**config.mk**
```make
export PLATFORM = sky130hd
export DESIGN_NAME = sd_seq_check
export DESIGN_NICKNAME = d
export VERILOG_FILES = /design/src/rtl/sd_seq_check.sv
export SDC_FILE = /design/constraint.sdc
export NUM_CORES = 1
export LEC_CHECK = 0
export ABC_AREA = 1
export BUFFER_PORTS_ARGS = -buffer_cell sky130_fd_sc_hd__buf_4
export CELL_PAD_IN_SITES_DETAIL_PLACEMENT = 0
export CELL_PAD_IN_SITES_GLOBAL_PLACEMENT = 1
export CORE_MARGIN = 4
export CORE_UTILIZATION = 44
export CTS_CLUSTER_SIZE = 14
export DETAILED_ROUTE_END_ITERATION = 7
export GPL_ROUTABILITY_DRIVEN = 0
export PLACE_DENSITY = 0.95
export SETUP_SLACK_MARGIN = 0.4
export SLEW_MARGIN = 5
export SYNTH_ARGS = -nofsm -noshare
export SYNTH_HDL_FRONTEND = slang
export SYNTH_SLANG_ARGS = --single-unit
```
**constraint.sdc**
```tcl
create_clock -name clk -period 4.05 [get_ports clk]
set_input_delay 0.405 -clock clk [delete_from_list [all_inputs] [get_ports clk]]
set_output_delay 0.405 -clock clk [all_outputs]
set_load 0.02 [all_outputs]
```
**src/rtl/sd_seq_check.sv**
```systemverilog
// Consumer-side srdy/drdy sequence checker for incrementing {tag, count} traffic.
// Optional feature macro: SD_SEQ_CHECK_RESYNC_EN (resync expected count to the stream on a bad word).
module sd_seq_check #(
    parameter int                  width    = 8,
    parameter int                  tag_sz   = 1,
    parameter logic [tag_sz-1:0]   tag_val  = '0,
    parameter int                  pat_dep  = 8,
    parameter logic [pat_dep-1:0]  drdy_pat = '1
) (
    input  logic             clk,
    input  logic             reset,
    input  logic             c_srdy,
    output logic             c_drdy,
    input  logic [width-1:0] c_data,
    input  logic             start,
    input  logic [31:0]      amount,
    input  logic             clear,
    output logic             done,
    output logic             err,
    output logic [15:0]      ok_count,
    output logic [15:0]      err_count,
    output logic [width-1:0] last_bad
);

    localparam int count_sz = width - tag_sz;
    localparam int ptr_w    = (pat_dep > 1) ? $clog2(pat_dep) : 1;

    localparam logic [1:0] s_idle = 2'd0;
    localparam logic [1:0] s_run  = 2'd1;
    localparam logic [1:0] s_done = 2'd2;

    logic [1:0]          state, state_n;
    logic [ptr_w-1:0]    ptr, ptr_n;
    logic [31:0]         remaining, remaining_n;
    logic [count_sz-1:0] expected;
    logic                xfer;
    logic                good;
    logic [tag_sz-1:0]   rx_tag;
    logic [count_sz-1:0] rx_cnt;

    assign xfer   = c_srdy & c_drdy;
    assign rx_tag = c_data[width-1 -: tag_sz];
    assign rx_cnt = c_data[count_sz-1:0];
    assign good   = (rx_tag == tag_val) && (rx_cnt == expected);

    // Next run state, remaining word budget and pattern step.
    always_comb begin
        state_n     = state;
        remaining_n = remaining;
        ptr_n       = ptr;
        case (state)
            s_idle, s_done: begin
                if (start) begin
                    state_n     = s_run;
                    remaining_n = amount;
                end
            end
            s_run: begin
                if (xfer && remaining != 32'd0) begin
                    remaining_n = remaining - 32'd1;
                    if (remaining == 32'd1) state_n = s_done;
                end
            end
            default: state_n = s_idle;
        endcase
        if (state == s_run) begin
            if (ptr == ptr_w'(pat_dep - 1)) ptr_n = '0;
            else                            ptr_n = ptr + 1'b1;
        end
    end

    // Run control registers; c_drdy is precomputed for the coming cycle.
    always_ff @(posedge clk or negedge reset) begin
        if (!reset) begin
            state     <= s_idle;
            ptr       <= '0;
            remaining <= '0;
            c_drdy    <= 1'b0;
            done      <= 1'b0;
        end else begin
            state     <= state_n;
            ptr       <= ptr_n;
            remaining <= remaining_n;
            c_drdy    <= (state_n == s_run) & drdy_pat[ptr_n];
            done      <= (state_n == s_done);
        end
    end

    // Word checking, counters and mismatch capture.
    always_ff @(posedge clk or negedge reset) begin
        if (!reset) begin
            expected  <= '0;
            err       <= 1'b0;
            ok_count  <= '0;
            err_count <= '0;
            last_bad  <= '0;
        end else if (clear) begin
            expected  <= '0;
            err       <= 1'b0;
            ok_count  <= '0;
            err_count <= '0;
            last_bad  <= '0;
        end else if (xfer) begin
            if (good) begin
                expected <= expected + 1'b1;
                if (ok_count != 16'hFFFF) ok_count <= ok_count + 16'd1;
            end else begin
                err      <= 1'b1;
                last_bad <= c_data;
                if (err_count != 16'hFFFF) err_count <= err_count + 16'd1;
`ifdef SD_SEQ_CHECK_RESYNC_EN
                expected <= rx_cnt + 1'b1;
`else
                expected <= expected + 1'b1;
`endif
            end
        end
    end

endmodule

```
==> results.sh <==
export IMPL_die_area_mm2=0.0150
export IMPL_fp_row_count=41
export IMPL_hold_path_class="input port to asynchronous set/reset pin"
export IMPL_path_class="flop to flop"
export IMPL_grt_max_degree=58
export IMPL_die_h_um=123
export IMPL_wl_per_cell_um=13.4
export IMPL_r2r_cells=12
export IMPL_final_area_mm2=0.00684
export IMPL_cts_htree_levels=3
export IMPL_fin_ws_ns=1.60
export IMPL_synth_most_common_cell="nand2_1"
export IMPL_cts_hold_buf=0
export IMPL_hold_viol=0
export IMPL_synth_top_area_frac=0.363
export IMPL_clk_insertion_delay_late_ns=0.34
export IMPL_setup_violations_final=0
export IMPL_drcViolationCount=0
export IMPL_worst_path_max_delay_cell="inv_2"
export IMPL_synthArstFlopShare=1.00
export IMPL_ys_warn_count=0
export IMPL_start_kind="flop"
export IMPL_crit_path_end_kind="flop"
export IMPL_synth_edf_count=0
export IMPL_place_ws_ns=1.59
export IMPL_diodes=0
export IMPL_period_minus_slack_ns=2.45
export IMPL_reg2reg_to="remaining[18]"
export IMPL_nets=1027
export IMPL_path_clk_slew_ns=0.06
export IMPL_dr_first_iter_drc_count=462
export IMPL_synth_area_mm2=0.00578
export IMPL_crit_chain="inv_1 > ha_1 > nand2_1 > nor2_1 > nand2_1 > nor2_2 > nand2_1 > nand3_1 > nand2_2 > inv_2 > nand2_1 > nand2_1"
export IMPL_via_per_inst=5.05
export IMPL_syn_nets=950
export IMPL_syn_inst=900
export IMPL_vias=5826
export IMPL_cts_root_buf="clkbuf_16"
export IMPL_rsz0062_at_grt="false"
export IMPL_cts_repair_resized=0
export IMPL_timing_rr_start="remaining[0]"
export IMPL_synth_distinct_cells=33
export IMPL_synth_seq_area_share=0.363
export IMPL_grt_pass1_vias=5437
export IMPL_leakagePower_nw=3.50
export IMPL_ys_ff_latch=84
export IMPL_antenna_found_initial=0
export IMPL_worstPathMaxFanout=34
export IMPL_post_dp_cell_area_mm2=0.00655
export IMPL_crit_start="remaining[0]"
export IMPL_tightest_slew_ns=0.892
export IMPL_max_freq_mhz=407
export IMPL_port_buffer_count=87
export IMPL_ant_nets=0
export IMPL_path_buf_inv=2
export IMPL_max_cap_viol_count=0
export IMPL_grt_ovfl_total=0
export IMPL_cts_sinks=84
export IMPL_power_mw=3.35
export IMPL_synthTopCellsByCount="nand2_1, nor2_1, nand3_1, dfrtp_1, inv_1"
export IMPL_worst_endpoint_arrival_ns=2.74
export IMPL_cts_setup_buffers=0
export IMPL_num_io_pins=88
export IMPL_slew_viol_final=0
export IMPL_ff2ff_setup_slack_ns=1.60
export IMPL_hpwl_um=11400
export IMPL_critical_path_endpoint="remaining[18]"
export IMPL_relSlewSlack=0.403
export IMPL_start_util=0.455
export IMPL_synthToLayoutAreaGrowth_pct=18.2
export IMPL_fin_util=0.538
export IMPL_status="complete, no violations"
export IMPL_core_area_mm2=0.0127
export IMPL_fin_setup_tns_ns=0
export IMPL_die_w_um=123
export IMPL_firstDrtPassIters=5
export IMPL_clockBufferDepth=2
export IMPL_globalRouteTotalUtil=0.216
export IMPL_wl_um=15500
export IMPL_synth_top_cell_by_area="dfrtp_1"
export IMPL_power_density_mw_per_mm2=490
export IMPL_crit_required_ns=4.34
export IMPL_fin_worst_skew_ns=0.00699
export IMPL_drive_gt1_frac=0.153
export IMPL_synth_flop_cell="dfrtp_1"
export IMPL_synth_avg_cell_area_um2=6.43
export IMPL_fin_crit_sh=0.606
export IMPL_numCtsBuffers=9
export IMPL_cp_num_cells=12
export IMPL_cts_tree="done"
export IMPL_grt_first_pass_wirelength_um=26200
export IMPL_synthTopCellsByArea="dfrtp_1, nand2_1, nand3_1"
export IMPL_crit_family="simple AND/OR/NAND/NOR gates"
export IMPL_cpMostUsedCell="nand2_1"
export IMPL_vdd_drop_max_v=0.000346
export IMPL_max_stage_delay_ns=0.41
-- cell type report --
cell class / instances / area [um2]
multi-input cells: 710 / 3240
repair buffers: 91 / 683
clock buffers: 10 / 239
clock inverters: 5 / 52.6
inverters: 81 / 304
fillers: 1345 / 5880
flip-flops and latches: 84 / 2100
well taps: 172 / 215
-- where the power goes --
group	internal (mW)	total, mW	leakage, nW	switching [mW]
sequential	1.00	1.20	1.12	0.201
combinational	0.447	1.32	2.24	0.875
clock	0.488	0.830	0.144	0.342
-- how the worst min path moves through the flow --
stage | end | cells past startpoint | slack [ns]
global route | ok_count[5] | 1 | 0.19
floorplan | c_drdy | 0 | 0.11
detailed placement | last_bad[7] | 2 | 0.47
CTS | err_count[14] | 1 | 0.15
finish | ok_count[5] | 1 | 0.13
global placement | last_bad[1] | 2 | 0.47
-- layer usage --
| layer | vias to the layer above | global-route usage | share of wire |
|---|---|---|---|
| li1 | 2986 | - | - |
| met5 | - | 0 | 0 |
| met1 | 2667 | 0.295 | 0.47 |
| met4 | 0 | 0.0630 | 0.015 |
| met3 | 18 | 0.0465 | 0.052 |
| met2 | 155 | 0.344 | 0.47 |
-- cell usage in the layout, fill, tap and decap left out, drive strengths merged --
cell type / n
a21oi: 7
a31oi: 2
buf: 91
bufinv: 1
clkbuf: 10
clkinv: 3
clkinvlp: 1
dfrtp: 84
ha: 5
inv: 81
nand2: 348
nand3: 108
nand3b: 3
nand4: 11
nor2: 133
nor3: 21
nor3b: 2
nor4: 1
o211ai: 1
o21ai: 33
o21bai: 1
or2: 7
xnor2: 5
xor2: 22
-- sequential cells by signal, summed over array words and instances (netlist names) --
name and count:
c_drdy 1, done 1, err 1, err_count 16, expected 7, last_bad 8
ok_count 16, remaining 32, state 2
-- cell families (layout without fill, tap and decap cells) --
family / after synthesis / in the layout / synth area share
fa+ha+maj: 5 / 5 / 0.0108
compound gates: 44 / 44 / 0.0420
buf+inv: 106 / 187 / 0.0764
flops: 84 / 84 / 0.363
xor+xnor: 27 / 27 / 0.0409
simple gates: 634 / 634 / 0.467
-- per-stage QoR --
step | instances | hold slack (ns)
after floorplan | 900 | 0.109
after global placement | 1138 | 0.465
after detailed placement | 1138 | 0.468
after CTS | 1153 | 0.149
after global routing | 1153 | 0.192
final | 1153 | 0.135
Note: power is estimated with default switching activity, not from simulation.
